## src/rtl/tick_ctl.sv

```systemverilog
// ---------------------------------------------------------------------------
// tick_ctl -- programmable prescaler controller
//
// Turns the free-running clock into a one-clock tick strobe every De clocks,
// where De = max(D,1). The tick runs periodically or fires once (one-shot).
// The divisor and mode are loaded through a valid/ready handshake that is
// only open while idle. Runs are sequenced with start/stop pulses.
//
// Ports:
//   clk_i       system clock, all logic on the rising edge
//   rst_i       synchronous reset, active-high
//   cfg_stb_i   configuration valid
//   cfg_rdy_o   configuration ready (high only in IDLE)
//   cfg_div_i   divisor D (0 behaves as 1)
//   cfg_mode_i  0 = periodic, 1 = one-shot
//   start_i     start / restart request (level sampled each edge)
//   stop_i      stop request
//   tick_o      registered one-clock tick strobe
//   busy_o      high while running
//   cnt_o       current down-count value
// ---------------------------------------------------------------------------
module tick_ctl #(
  parameter int WIDTH = 16
) (
  input  logic             clk_i,
  input  logic             rst_i,
  input  logic             cfg_stb_i,
  output logic             cfg_rdy_o,
  input  logic [WIDTH-1:0] cfg_div_i,
  input  logic             cfg_mode_i,
  input  logic             start_i,
  input  logic             stop_i,
  output logic             tick_o,
  output logic             busy_o,
  output logic [WIDTH-1:0] cnt_o
);

  typedef enum logic {
    ST_IDLE = 1'b0,
    ST_RUN  = 1'b1
  } state_t;

  state_t           state_q, state_d;
  logic [WIDTH-1:0] div_q,   div_d;
  logic             mode_q,  mode_d;
  logic [WIDTH-1:0] cnt_q,   cnt_d;
  logic             tick_q,  tick_d;

  logic             cfg_accept;
  logic [WIDTH-1:0] reload;

  // Reload is De-1; D=0 and D=1 both reload with zero, so a tick is due
  // on every edge.
  function automatic logic [WIDTH-1:0] reload_of(input logic [WIDTH-1:0] d);
    return (d == '0) ? '0 : d - WIDTH'(1);
  endfunction

  assign cfg_accept = cfg_stb_i && (state_q == ST_IDLE);

  // div_d already carries a divisor accepted on this same edge, so a start
  // issued together with a config strobe uses the new divisor. In RUN the
  // handshake is closed and div_d equals div_q.
  assign reload = reload_of(div_d);

  always_comb begin
    state_d = state_q;
    div_d   = div_q;
    mode_d  = mode_q;
    cnt_d   = cnt_q;
    tick_d  = 1'b0;

    if (cfg_accept) begin
      div_d  = cfg_div_i;
      mode_d = cfg_mode_i;
    end

    unique case (state_q)
      ST_IDLE: begin
        // stop_i has no effect while idle
        if (start_i) begin
          state_d = ST_RUN;
          cnt_d   = reload;
        end
      end

      ST_RUN: begin
        if (stop_i) begin
          // Stop wins over a tick due on this edge and over a restart.
          state_d = ST_IDLE;
          cnt_d   = '0;
        end else if (start_i) begin
          cnt_d = reload;
        end else if (cnt_q == '0) begin
          tick_d = 1'b1;
          if (mode_q) begin
            state_d = ST_IDLE;
            cnt_d   = '0;
          end else begin
            cnt_d = reload;
          end
        end else begin
          cnt_d = cnt_q - WIDTH'(1);
        end
      end

      default: begin
        state_d = ST_IDLE;
        cnt_d   = '0;
      end
    endcase
  end

  always_ff @(posedge clk_i) begin
    if (rst_i) begin
      state_q <= ST_IDLE;
      div_q   <= '0;
      mode_q  <= 1'b0;
      cnt_q   <= '0;
      tick_q  <= 1'b0;
    end else begin
      state_q <= state_d;
      div_q   <= div_d;
      mode_q  <= mode_d;
      cnt_q   <= cnt_d;
      tick_q  <= tick_d;
    end
  end

  assign tick_o    = tick_q;
  assign busy_o    = (state_q == ST_RUN);
  assign cfg_rdy_o = (state_q == ST_IDLE);
  assign cnt_o     = cnt_q;

endmodule

```

## config.mk

```make
export PLATFORM = sky130hd
export DESIGN_NAME = tick_ctl
export DESIGN_NICKNAME = d
export VERILOG_FILES = /design/src/rtl/tick_ctl.sv
export SDC_FILE = /design/constraint.sdc
export NUM_CORES = 1
export LEC_CHECK = 0
export CAP_MARGIN = 20
export CORE_MARGIN = 5
export CORE_UTILIZATION = 30
export CTS_CLUSTER_SIZE = 16
export DETAILED_ROUTE_END_ITERATION = 6
export PLACE_DENSITY_LB_ADDON = 0.3
export SYNTH_ARGS = -nofsm -noshare
export SYNTH_HDL_FRONTEND = slang
export SYNTH_SLANG_ARGS = --single-unit
```

## constraint.sdc

```tcl
create_clock -name clk_i -period 3.8 [get_ports clk_i]
set_input_delay 0.76 -clock clk_i [delete_from_list [all_inputs] [get_ports clk_i]]
set_output_delay 0.76 -clock clk_i [all_outputs]
set_load 0.02 [all_outputs]
```

==> reports/results.ini <==
[logic_synthesis]
yosysWarnings = 0
synth_top_area_frac = 0.335
netlist_top_cells_area = dfxtp_1 (34%), mux2i_1 (9.1%), nor2_1 (7.0%), o22ai_1 (4.5%), a21oi_1 (4.1%)
seq_area_frac_synth = 0.335
synth_fp_nets = 287
async_flop_share = 0
synth_seq_cells = 35
synth_cells = 262
syn_area_um2 = 2090
synth_ff_type = dfxtp_1
yosysTopAreaCell = dfxtp_1
syn_area_per_cell_um2 = 7.98
yosysUniqueCellTypes = 45
synth_edf_count = 0

[clock_network]
cts_tree = yes
clkTransAtPathRegs_ns = 0.07
ctsResizeCount = 0
clock_sinks = 35
clockRootBuffer = clkbuf_8
cts_buffers = 5
postCtsSetupBuffers = 0
clock_latency_ns = 0.28
htree_levels = 2
clock_path_buffers = 2
ctsHoldBuffers = 0

[sta]
rsz0062_at_grt = no
fin_hold_ws_ns = 0.520
report.final.slew_viol_count = 0
period_minus_slack_ns = 3.03
relSlewSlack = 0.458
min_period_over_period = 0.799
skew_ns = 0.00453
fmax_mhz = 330
fin_setup_tns_ns = 0
setup_viol = 0
tightest_slew_ns = 0.811
finalHoldViolCount = 0

[finish]
area_delta_synth_final_pct = 30.1
layout_commonest_cell = clkdlybuf4s50_1
final_cell_area_um2 = 2720
layout-drive-gt1-share = 0.0787
final_util = 0.400
final_cell_mix = clkdlybuf4s50_1 (40), nor2_1 (39), dfxtp_1 (35)
n_fill_cell = 693
diodes = 0
layout.nets = 329

[worst_setup_path]
worstPathArrival_ns = 3.21
critPathLaunchType = input port
rr_worst_depth = 8
startpoint = cfg_stb_i
r2r-end = cnt_o[1]
crit_end = cnt_o[14]
crit_required_ns = 3.97
end_kind = register
rr_startpoint = cnt_o[0]
worstSetupPathType = in2reg
cp_max_fo = 6
reg2reg_slack_ns = 0.95

[route]
vias = 2078
finalWirelength_um = 5740
drc_errors = 0
wl_per_cell_um = 14.3
ant_nets = 0
vias_per_cell = 5.18
firstDrtPassIters = 4
drt-initial-drc-count = 135

[placement]
placed_area_um2 = 2620
io_buffers = 40
place_hpwl_um = 4480
place.gp.congestion = 0.842

[power]
cellInternalPower_uw = 732
clock_power_share = 0.269
peakVddDrop_uv = 159
powerDensity_nw_per_um2 = 410
comb_power_share = 0.342
swShare = 0.343
p_seq_frac = 0.389
leakage_uw = 0.00105
switchingPower_uw = 382

[floorplanning]
start_util = 0.308
pin_count = 41
core_area_um2 = 6790
fp.dieArea_um2 = 8730
die_w_um = 93.5
row_count = 30
fp.dieH_um = 93.5

[grt]
grt_pass1_wl_um = 9410
grt-busiest-layer = met2
grt_use_met2 = 0.198
antenna_found_initial = 0
grt_use_total = 0.135
grt_use_met1 = 0.188
grt_max_degree = 22
grtUsageMet3 = 0.0314
grt_pass1_vias = 1951
grt_remaining_overflow = 0

[flow_run]
drv_cap = 0

[hold_path]
holdCritPathClass = reg2reg

[run_status]
status = finished clean

routing by layer:
layer | part of all wire | wire [um]
met4 | 0.015 | 87
met3 | 0.063 | 360
met1 | 0.49 | 2790
met2 | 0.44 | 2500
met5 | 0 | 0
layout make-up:
type	count	area, um^2	area share
repair buffers	48	460	0.169
well taps	96	120	0.0442
clock buffers	8	100	0.0368
flip-flops and latches	35	701	0.258
inverters	8	30.0	0.0110
multi-input cells	206	1310	0.481
flip-flops by register name, indices dropped and copies added (netlist names):
register  count
cnt_o        16
div_q        16
mode_q        1
tick_o        1
busy_o        1
how the worst min path moves through the flow:
| stage | start | end | slack (ns) | cells after the start |
|---|---|---|---|---|
| after floorplan | mode_q | mode_q | 0.45 | 2 |
| after global placement | div_q[14] | div_q[14] | 0.48 | 2 |
| after detailed placement | div_q[14] | div_q[14] | 0.49 | 2 |
| after CTS | div_q[14] | div_q[14] | 0.50 | 2 |
| after global routing | mode_q | mode_q | 0.53 | 2 |
| final | div_q[14] | div_q[14] | 0.52 | 2 |
through the flow:
stage | worst slack, ns | power [uW] | std cells
final | 0.766 | 1110 | 401
after global routing | 0.498 | 1170 | 401
after CTS | 0.761 | 1120 | 401
after detailed placement | 0.467 | 821 | 393
after global placement | 0.556 | 818 | 393
after floorplan | 0.514 | 689 | 262
kinds of logic after synthesis:
family,after synthesis,share of synthesized area
AND/OR/NAND/NOR,107,0.260
flip-flops,35,0.335
XOR/XNOR,9,0.0377
multiplexers,21,0.102
AO/OA/AOI/OAI,66,0.208
adder cells (fa/ha/maj),3,0.0180
buffers and inverters,21,0.0395
synthesized netlist by cell type, types with 4 or more instances:
| master | count |
|---|---|
| a21boi_0 | 4 |
| a21o_1 | 5 |
| a21oi_1 | 17 |
| a31oi_1 | 4 |
| clkbuf_1 | 8 |
| dfxtp_1 | 35 |
| inv_1 | 8 |
| mux2i_1 | 19 |
| nand2_1 | 15 |
| nor2_1 | 39 |
| nor2b_1 | 4 |
| nor3_1 | 14 |
| nor3b_1 | 4 |
| nor4_1 | 6 |
| o22ai_1 | 15 |
| or3_1 | 4 |
| or4_1 | 4 |
| xor2_1 | 6 |
power by group through the flow:
| stage | clock network (uW) | logic, uW | registers [uW] |
|---|---|---|---|
| after floorplan | 0 | 234 | 455 |
| after global placement | 0 | 378 | 440 |
| after detailed placement | 0 | 379 | 442 |
| after CTS | 304 | 380 | 433 |
| after global routing | 319 | 417 | 439 |
| final | 300 | 381 | 434 |
critical path, cell delays in order:
cell and delay [ns]:
clkdlybuf4s50_1 0.45, nand2b_1 0.16, mux2_2 0.40, inv_1 0.09, ha_1 0.20, o211ai_1 0.14
nor4_1 0.31, buf_4 0.19, and2_1 0.19, a21oi_1 0.09, a211o_1 0.23
(Power assumes the default switching activity.)
